File: config.mk
export PLATFORM = sky130hd
export DESIGN_NAME = ni_endpoint
export DESIGN_NICKNAME = d
export VERILOG_FILES = /design/src/rtl/ni_endpoint.sv
export SDC_FILE = /design/constraint.sdc
export NUM_CORES = 1
export LEC_CHECK = 0
export CAP_MARGIN = 20
export CORE_AREA = 4 4 136 138
export CTS_CLUSTER_SIZE = 28
export DETAILED_ROUTE_END_ITERATION = 8
export DIE_AREA = 0 0 140 142
export PLACE_DENSITY_LB_ADDON = 0.1
export SYNTH_ARGS = -nofsm -noshare
export SYNTH_HDL_FRONTEND = slang
export SYNTH_SLANG_ARGS = --single-unit
File: constraint.sdc
create_clock -name clk -period 5.3 [get_ports clk]
set_clock_uncertainty 0.2 [all_clocks]
set_input_delay 0.53 -clock clk [delete_from_list [all_inputs] [get_ports clk]]
set_output_delay 0.53 -clock clk [all_outputs]
set_load 0.05 [all_outputs]
File: src/rtl/ni_endpoint.sv
// Core-side network interface for a router's local port.
// The TX path injects credit-gated flits. The RX path buffers ejected flits and returns one credit per pop.
module ni_endpoint #(
  parameter int FLIT_W  = 32,
  parameter int ADDR_W  = 8,
  parameter int CREDITS = 4,
  parameter int RXDEPTH = 4
) (
  input  logic                     clk,
  input  logic                     rst,
  input  logic [ADDR_W-1:0]        myaddr_i,
  input  logic                     tx_valid_i,
  output logic                     tx_ready_o,
  input  logic [ADDR_W-1:0]        tx_dest_i,
  input  logic [FLIT_W-ADDR_W-1:0] tx_payload_i,
  output logic [FLIT_W-1:0]        local_o,
  output logic                     local_valid_o,
  input  logic                     credit_i,
  input  logic [FLIT_W-1:0]        local_i,
  input  logic                     local_valid_i,
  output logic                     credit_o,
  output logic                     rx_valid_o,
  input  logic                     rx_ready_i,
  output logic [FLIT_W-1:0]        rx_flit_o,
  output logic                     rx_overflow_o,
  output logic                     rx_misroute_o,
  output logic                     credit_err_o
);

  // Handshake: a transfer happens on a rising edge where valid and ready are both high;
  // ready never depends combinationally on the matching valid.

  localparam int CNT_W = $clog2(CREDITS + 1);
  localparam int OCC_W = $clog2(RXDEPTH + 1);
  localparam int PTR_W = (RXDEPTH > 1) ? $clog2(RXDEPTH) : 1;
  localparam logic [CNT_W-1:0] CNT_MAX  = CNT_W'(CREDITS);
  localparam logic [OCC_W-1:0] OCC_FULL = OCC_W'(RXDEPTH);
  localparam logic [PTR_W-1:0] PTR_LAST = PTR_W'(RXDEPTH - 1);

  // ---------------- TX ----------------
  logic [CNT_W-1:0]  cnt_q, cnt_d;
  logic              cred_err_q, cred_err_d;
  logic [FLIT_W-1:0] local_q, local_d;
  logic              local_valid_q, local_valid_d;
  logic              send;

  assign tx_ready_o = (cnt_q != '0);
  assign send       = tx_valid_i & tx_ready_o;

  always_comb begin
    cnt_d         = cnt_q;
    cred_err_d    = cred_err_q;
    local_d       = local_q;
    local_valid_d = send;
    if (send) local_d = {tx_dest_i, tx_payload_i};
    case ({send, credit_i})
      2'b10: cnt_d = cnt_q - 1'b1;
      2'b01: begin
        // A surplus credit is an accounting error upstream; saturate and flag it.
        if (cnt_q == CNT_MAX) cred_err_d = 1'b1;
        else                  cnt_d      = cnt_q + 1'b1;
      end
      default: ;
    endcase
  end

  always_ff @(posedge clk or posedge rst) begin
    if (rst) begin
      cnt_q         <= CNT_MAX;
      cred_err_q    <= 1'b0;
      local_q       <= '0;
      local_valid_q <= 1'b0;
    end else begin
      cnt_q         <= cnt_d;
      cred_err_q    <= cred_err_d;
      local_q       <= local_d;
      local_valid_q <= local_valid_d;
    end
  end

  assign local_o       = local_q;
  assign local_valid_o = local_valid_q;
  assign credit_err_o  = cred_err_q;

  // ---------------- RX ----------------
  logic [FLIT_W-1:0] mem_q [RXDEPTH];
  logic [PTR_W-1:0]  wr_ptr_q, wr_ptr_d, rd_ptr_q, rd_ptr_d;
  logic [OCC_W-1:0]  occ_q, occ_d;
  logic              ovf_q, ovf_d, mis_q, mis_d, credit_q;
  logic              full, push, pop;

  assign full       = (occ_q == OCC_FULL);
  assign rx_valid_o = (occ_q != '0);
  assign pop        = rx_valid_o & rx_ready_i;
  assign push       = local_valid_i & (~full | pop);
  assign rx_flit_o  = mem_q[rd_ptr_q];

  always_comb begin
    wr_ptr_d = wr_ptr_q;
    rd_ptr_d = rd_ptr_q;
    occ_d    = occ_q;
    ovf_d    = ovf_q;
    mis_d    = mis_q;
    if (push) wr_ptr_d = (wr_ptr_q == PTR_LAST) ? '0 : wr_ptr_q + 1'b1;
    if (pop)  rd_ptr_d = (rd_ptr_q == PTR_LAST) ? '0 : rd_ptr_q + 1'b1;
    case ({push, pop})
      2'b10:   occ_d = occ_q + 1'b1;
      2'b01:   occ_d = occ_q - 1'b1;
      default: ;
    endcase
    if (local_valid_i & ~push) ovf_d = 1'b1;
    if (push && (local_i[FLIT_W-1 -: ADDR_W] != myaddr_i)) mis_d = 1'b1;
  end

  always_ff @(posedge clk) begin
    if (push) mem_q[wr_ptr_q] <= local_i;
  end

  always_ff @(posedge clk or posedge rst) begin
    if (rst) begin
      wr_ptr_q <= '0;
      rd_ptr_q <= '0;
      occ_q    <= '0;
      ovf_q    <= 1'b0;
      mis_q    <= 1'b0;
      credit_q <= 1'b0;
    end else begin
      wr_ptr_q <= wr_ptr_d;
      rd_ptr_q <= rd_ptr_d;
      occ_q    <= occ_d;
      ovf_q    <= ovf_d;
      mis_q    <= mis_d;
      credit_q <= pop;
    end
  end

  assign credit_o      = credit_q;
  assign rx_overflow_o = ovf_q;
  assign rx_misroute_o = mis_q;

endmodule

==> results.json <==
{
  "dr_vias": 3557,
  "post-route-cell-area_sq_mm": 0.00919,
  "die_x_um": 140,
  "detail_route.drc_violations": 0,
  "floorplan.initialDensity_pct": 40.7,
  "routed_via_density": 4.86,
  "nNetsFinal": 580,
  "power_density_mw_per_mm2": 622,
  "vdd.ir_drop.worst_uv": 308,
  "stdcell_count": 732,
  "top_flip_flop_cell_by_instance_count_after_synthesis": "sky130_fd_sc_hd__edfxtp_1",
  "asyncSetResetFlopFracSynth_pct": 26.9,
  "globalRoute.totalOverflow": 0,
  "outcome": "finished clean",
  "comb_power_share_pct": 44.0,
  "cts_setup_buffers": 0,
  "ctsLongestPathBuffers": 2,
  "dpl_cell_area_sq_mm": 0.00862,
  "hold-worst-slack_ns": 0.142,
  "multi_input_area_sq_mm": 0.00180,
  "internal_power_mw": 3.47,
  "total_neg_setup_slack_ns": 0,
  "yosys_warnings": 0,
  "post_synth_inst_count": 344,
  "fp.dieH_um": 142,
  "synth.top_cells.by_count": "sky130_fd_sc_hd__edfxtp_1, sky130_fd_sc_hd__dfrtp_1, sky130_fd_sc_hd__mux4_2, sky130_fd_sc_hd__mux2_4, sky130_fd_sc_hd__xnor2_1",
  "synth.cell_area_sq_mm": 0.00699,
  "worst-setup-path-type": "reg -> out",
  "ioPinCount": 149,
  "cap_viol_max_count": 0,
  "grt_first_pass_wirelength_um": 21300,
  "firstDrtPassIters": 4,
  "switchingPower_mw": 2.25,
  "place_hpwl_um": 8910,
  "core_sq_mm": 0.0172,
  "place.gp.congestion": 0.707,
  "worst-path-max-fanout": 27,
  "flow.area_growth_from_synthesis_pct": 31.4,
  "synth.largest_area_cell": "sky130_fd_sc_hd__edfxtp_1",
  "hold_bufs_at_cts": 0,
  "critPathLaunchType": "flop",
  "cell_with_the_most_instances_after_synthesis": "sky130_fd_sc_hd__edfxtp_1",
  "syn_area_per_cell_sq_um": 20.3,
  "initial_antenna_violation_count": 0,
  "clock_power_share_pct": 20.2,
  "detail_route.wl_per_cell_um": 18.7,
  "upper_clock_frequency_limit_ghz": 0.284,
  "clk-insertion-delay-late_ns": 0.41,
  "post-synth-top-area-fraction_pct": 55.0,
  "port-buffer-count": 148,
  "ant_nets": 0,
  "critPathSlowestCell": "sky130_fd_sc_hd__clkdlybuf4s50_1",
  "placementRows": 48,
  "timing.final.crit_period_ns": 3.52,
  "final_min_period_over_clock_period_pct": 66.5,
  "clk_transition_reported_paths_ns": 0.06,
  "cts_tree": "done",
  "synth.distinct_cells": 46,
  "cts_sinks": 175,
  "seq_total_area_yosys_pct": 71.8,
  "synth_fp_nets": 429,
  "sequentialPowerShare_pct": 35.8,
  "worst_ep_required_time_ns": 4.57,
  "groute.usage.overall_pct": 14.1,
  "num-fill-cells": 1407,
  "seq_cells_post_synth": 175,
  "cp_num_buf_inv": 2,
  "edff_count_synth": 128,
  "grt_pass1_vias": 3851,
  "grt_start_max_net_pins": 48,
  "path_cells": "buf_4 > mux4_2 > clkdlybuf4s50_1",
  "static-leakage-power_nw": 3.27,
  "final-seq-area_sq_mm": 0.00502,
  "setup-violations-final": 0,
  "cts.root.buffer_cell": "sky130_fd_sc_hd__clkbuf_16",
  "max_stage_delay_ns": 0.72,
  "worst_rel_slew_slack_pct": 39.4,
  "timing_max_transition_violations_final": 0,
  "rsz0062_at_grt": "no",
  "placedCellCount": 700,
  "critical_path.endpoint_type": "output port",
  "holdCritPathClass": "in -> async",
  "antennaDiodeCount": 0,
  "critical_path_arrival_ns": 2.79,
  "ctsResizeCount": 0,
  "ys_top_cells_by_area": "sky130_fd_sc_hd__edfxtp_1, sky130_fd_sc_hd__dfrtp_1, sky130_fd_sc_hd__mux4_2",
  "slew_of_the_pin_with_the_lowest_slew_margin_ns": 0.909,
  "swShare_pct": 39.3,
  "route.final.wire_length_um": 13700,
  "timing_hold_violations_final": 0,
  "initialDrtViolationCount": 177,
  "cts.htree.levels": 4,
  "die-area_sq_mm": 0.0199,
  "path_delay_family": "buffers and inverters",
  "clock_buffers_created_by_tritoncts": 17,
  "fin_util_pct": 53.5,
  "final_layout_size_suffix_gt1_share_pct": 21.3
}
power by group through the flow:
| stage | clock [mW] | combinational (mW) | sequential [mW] |
|---|---|---|---|
| 6_report | 1.15 | 2.52 | 2.05 |
| 4_1_cts | 1.19 | 2.56 | 2.05 |
| 3_3_place_gp | 0 | 2.54 | 2.06 |
| 2_1_floorplan | 0 | 1.51 | 2.34 |
| 5_1_grt | 1.25 | 2.65 | 2.09 |
| 3_5_place_dp | 0 | 2.55 | 2.08 |
metrics by stage:
stage / setup WS [ns] / total power [mW]
CTS: 1.68 / 5.80
global placement: 2.08 / 4.60
detailed placement: 2.01 / 4.63
floorplan: 2.77 / 3.85
global route: 1.59 / 5.99
finish: 1.78 / 5.72
logic make-up (layout without fill, tap and decap cells):
group / count (synthesis) / after routing / synth area share, %
xor gates and xnor gates: 13 / 13 / 1.63
muxes: 64 / 64 / 17.0
AOI/OAI and AO/OA: 23 / 23 / 2.45
buffers and inverters: 25 / 188 / 2.50
and+or+nand+nor: 37 / 37 / 3.20
adders and majority gates: 7 / 7 / 1.47
DFF: 175 / 175 / 71.8
cell usage in the layout, fill, tap and decap left out, types with 2 or more instances in the layout:
cell type	n
sky130_fd_sc_hd__xor2_1	3
sky130_fd_sc_hd__clkinv_4	2
sky130_fd_sc_hd__xnor2_1	10
sky130_fd_sc_hd__nor2b_1	3
sky130_fd_sc_hd__o21ai_0	8
sky130_fd_sc_hd__a22oi_1	2
sky130_fd_sc_hd__mux2_2	4
sky130_fd_sc_hd__edfxtp_1	128
sky130_fd_sc_hd__clkbuf_16	17
sky130_fd_sc_hd__dfrtp_2	2
sky130_fd_sc_hd__dfrtp_1	44
sky130_fd_sc_hd__mux2_4	28
sky130_fd_sc_hd__inv_1	6
sky130_fd_sc_hd__and2_2	4
sky130_fd_sc_hd__inv_6	3
sky130_fd_sc_hd__nand2_1	7
sky130_fd_sc_hd__nor2_1	8
sky130_fd_sc_hd__clkinv_1	2
sky130_fd_sc_hd__nand2b_1	2
sky130_fd_sc_hd__clkinvlp_4	4
sky130_fd_sc_hd__nand4_1	2
sky130_fd_sc_hd__clkdlybuf4s50_1	148
sky130_fd_sc_hd__nand3_1	2
sky130_fd_sc_hd__ha_1	5
sky130_fd_sc_hd__a21o_1	2
sky130_fd_sc_hd__fa_1	2
sky130_fd_sc_hd__mux4_2	32
layer usage:
metal  vias up  share of wire (%)  global-route usage (%)
li1       1650                  -                       -
met1      1811                 42                    17.3
met2        89                 52                    23.9
met3         7                5.1                    4.37
met4         0               0.82                    5.05
met5         -                  0                       0
area by class of cell:
cell class,instances,area share (%)
Clock inverter,13,1.27
Inverter,7,0.286
Timing Repair Buffer,150,16.4
Sequential cell,175,54.7
Tap cell,225,3.06
Multi-Input combinational cell,144,19.6
Clock buffer,18,4.67
flip-flops by register name (all words and copies together) (netlist names):
signal / flops
rx_misroute_o: 1
credit_o: 1
wr_ptr_q: 2
cnt_q: 3
local_valid_o: 1
local_o: 32
rd_ptr_q: 2
credit_err_o: 1
occ_q: 3
mem_q: 128
rx_overflow_o: 1
worst paths after layout:
| check | slack, ns | endpoint | depth (start not counted) | startpoint |
|---|---|---|---|---|
| max | 1.78 | rx_flit_o[22] | 3 | rd_ptr_q[0] |
| min | 0.14 | occ_q[1] | 2 | rst |
| max reg2reg | 2.68 | cnt_q[1] | 7 | cnt_q[0] |
| min reg2reg | 0.28 | rx_overflow_o | 1 | rx_overflow_o |
| max in group asynchronous | 4.28 | rd_ptr_q[0] | 3 | rst |
| min in group clk | 0.28 | rx_overflow_o | 1 | rx_overflow_o |
Note: power is estimated with default switching activity, not from simulation.
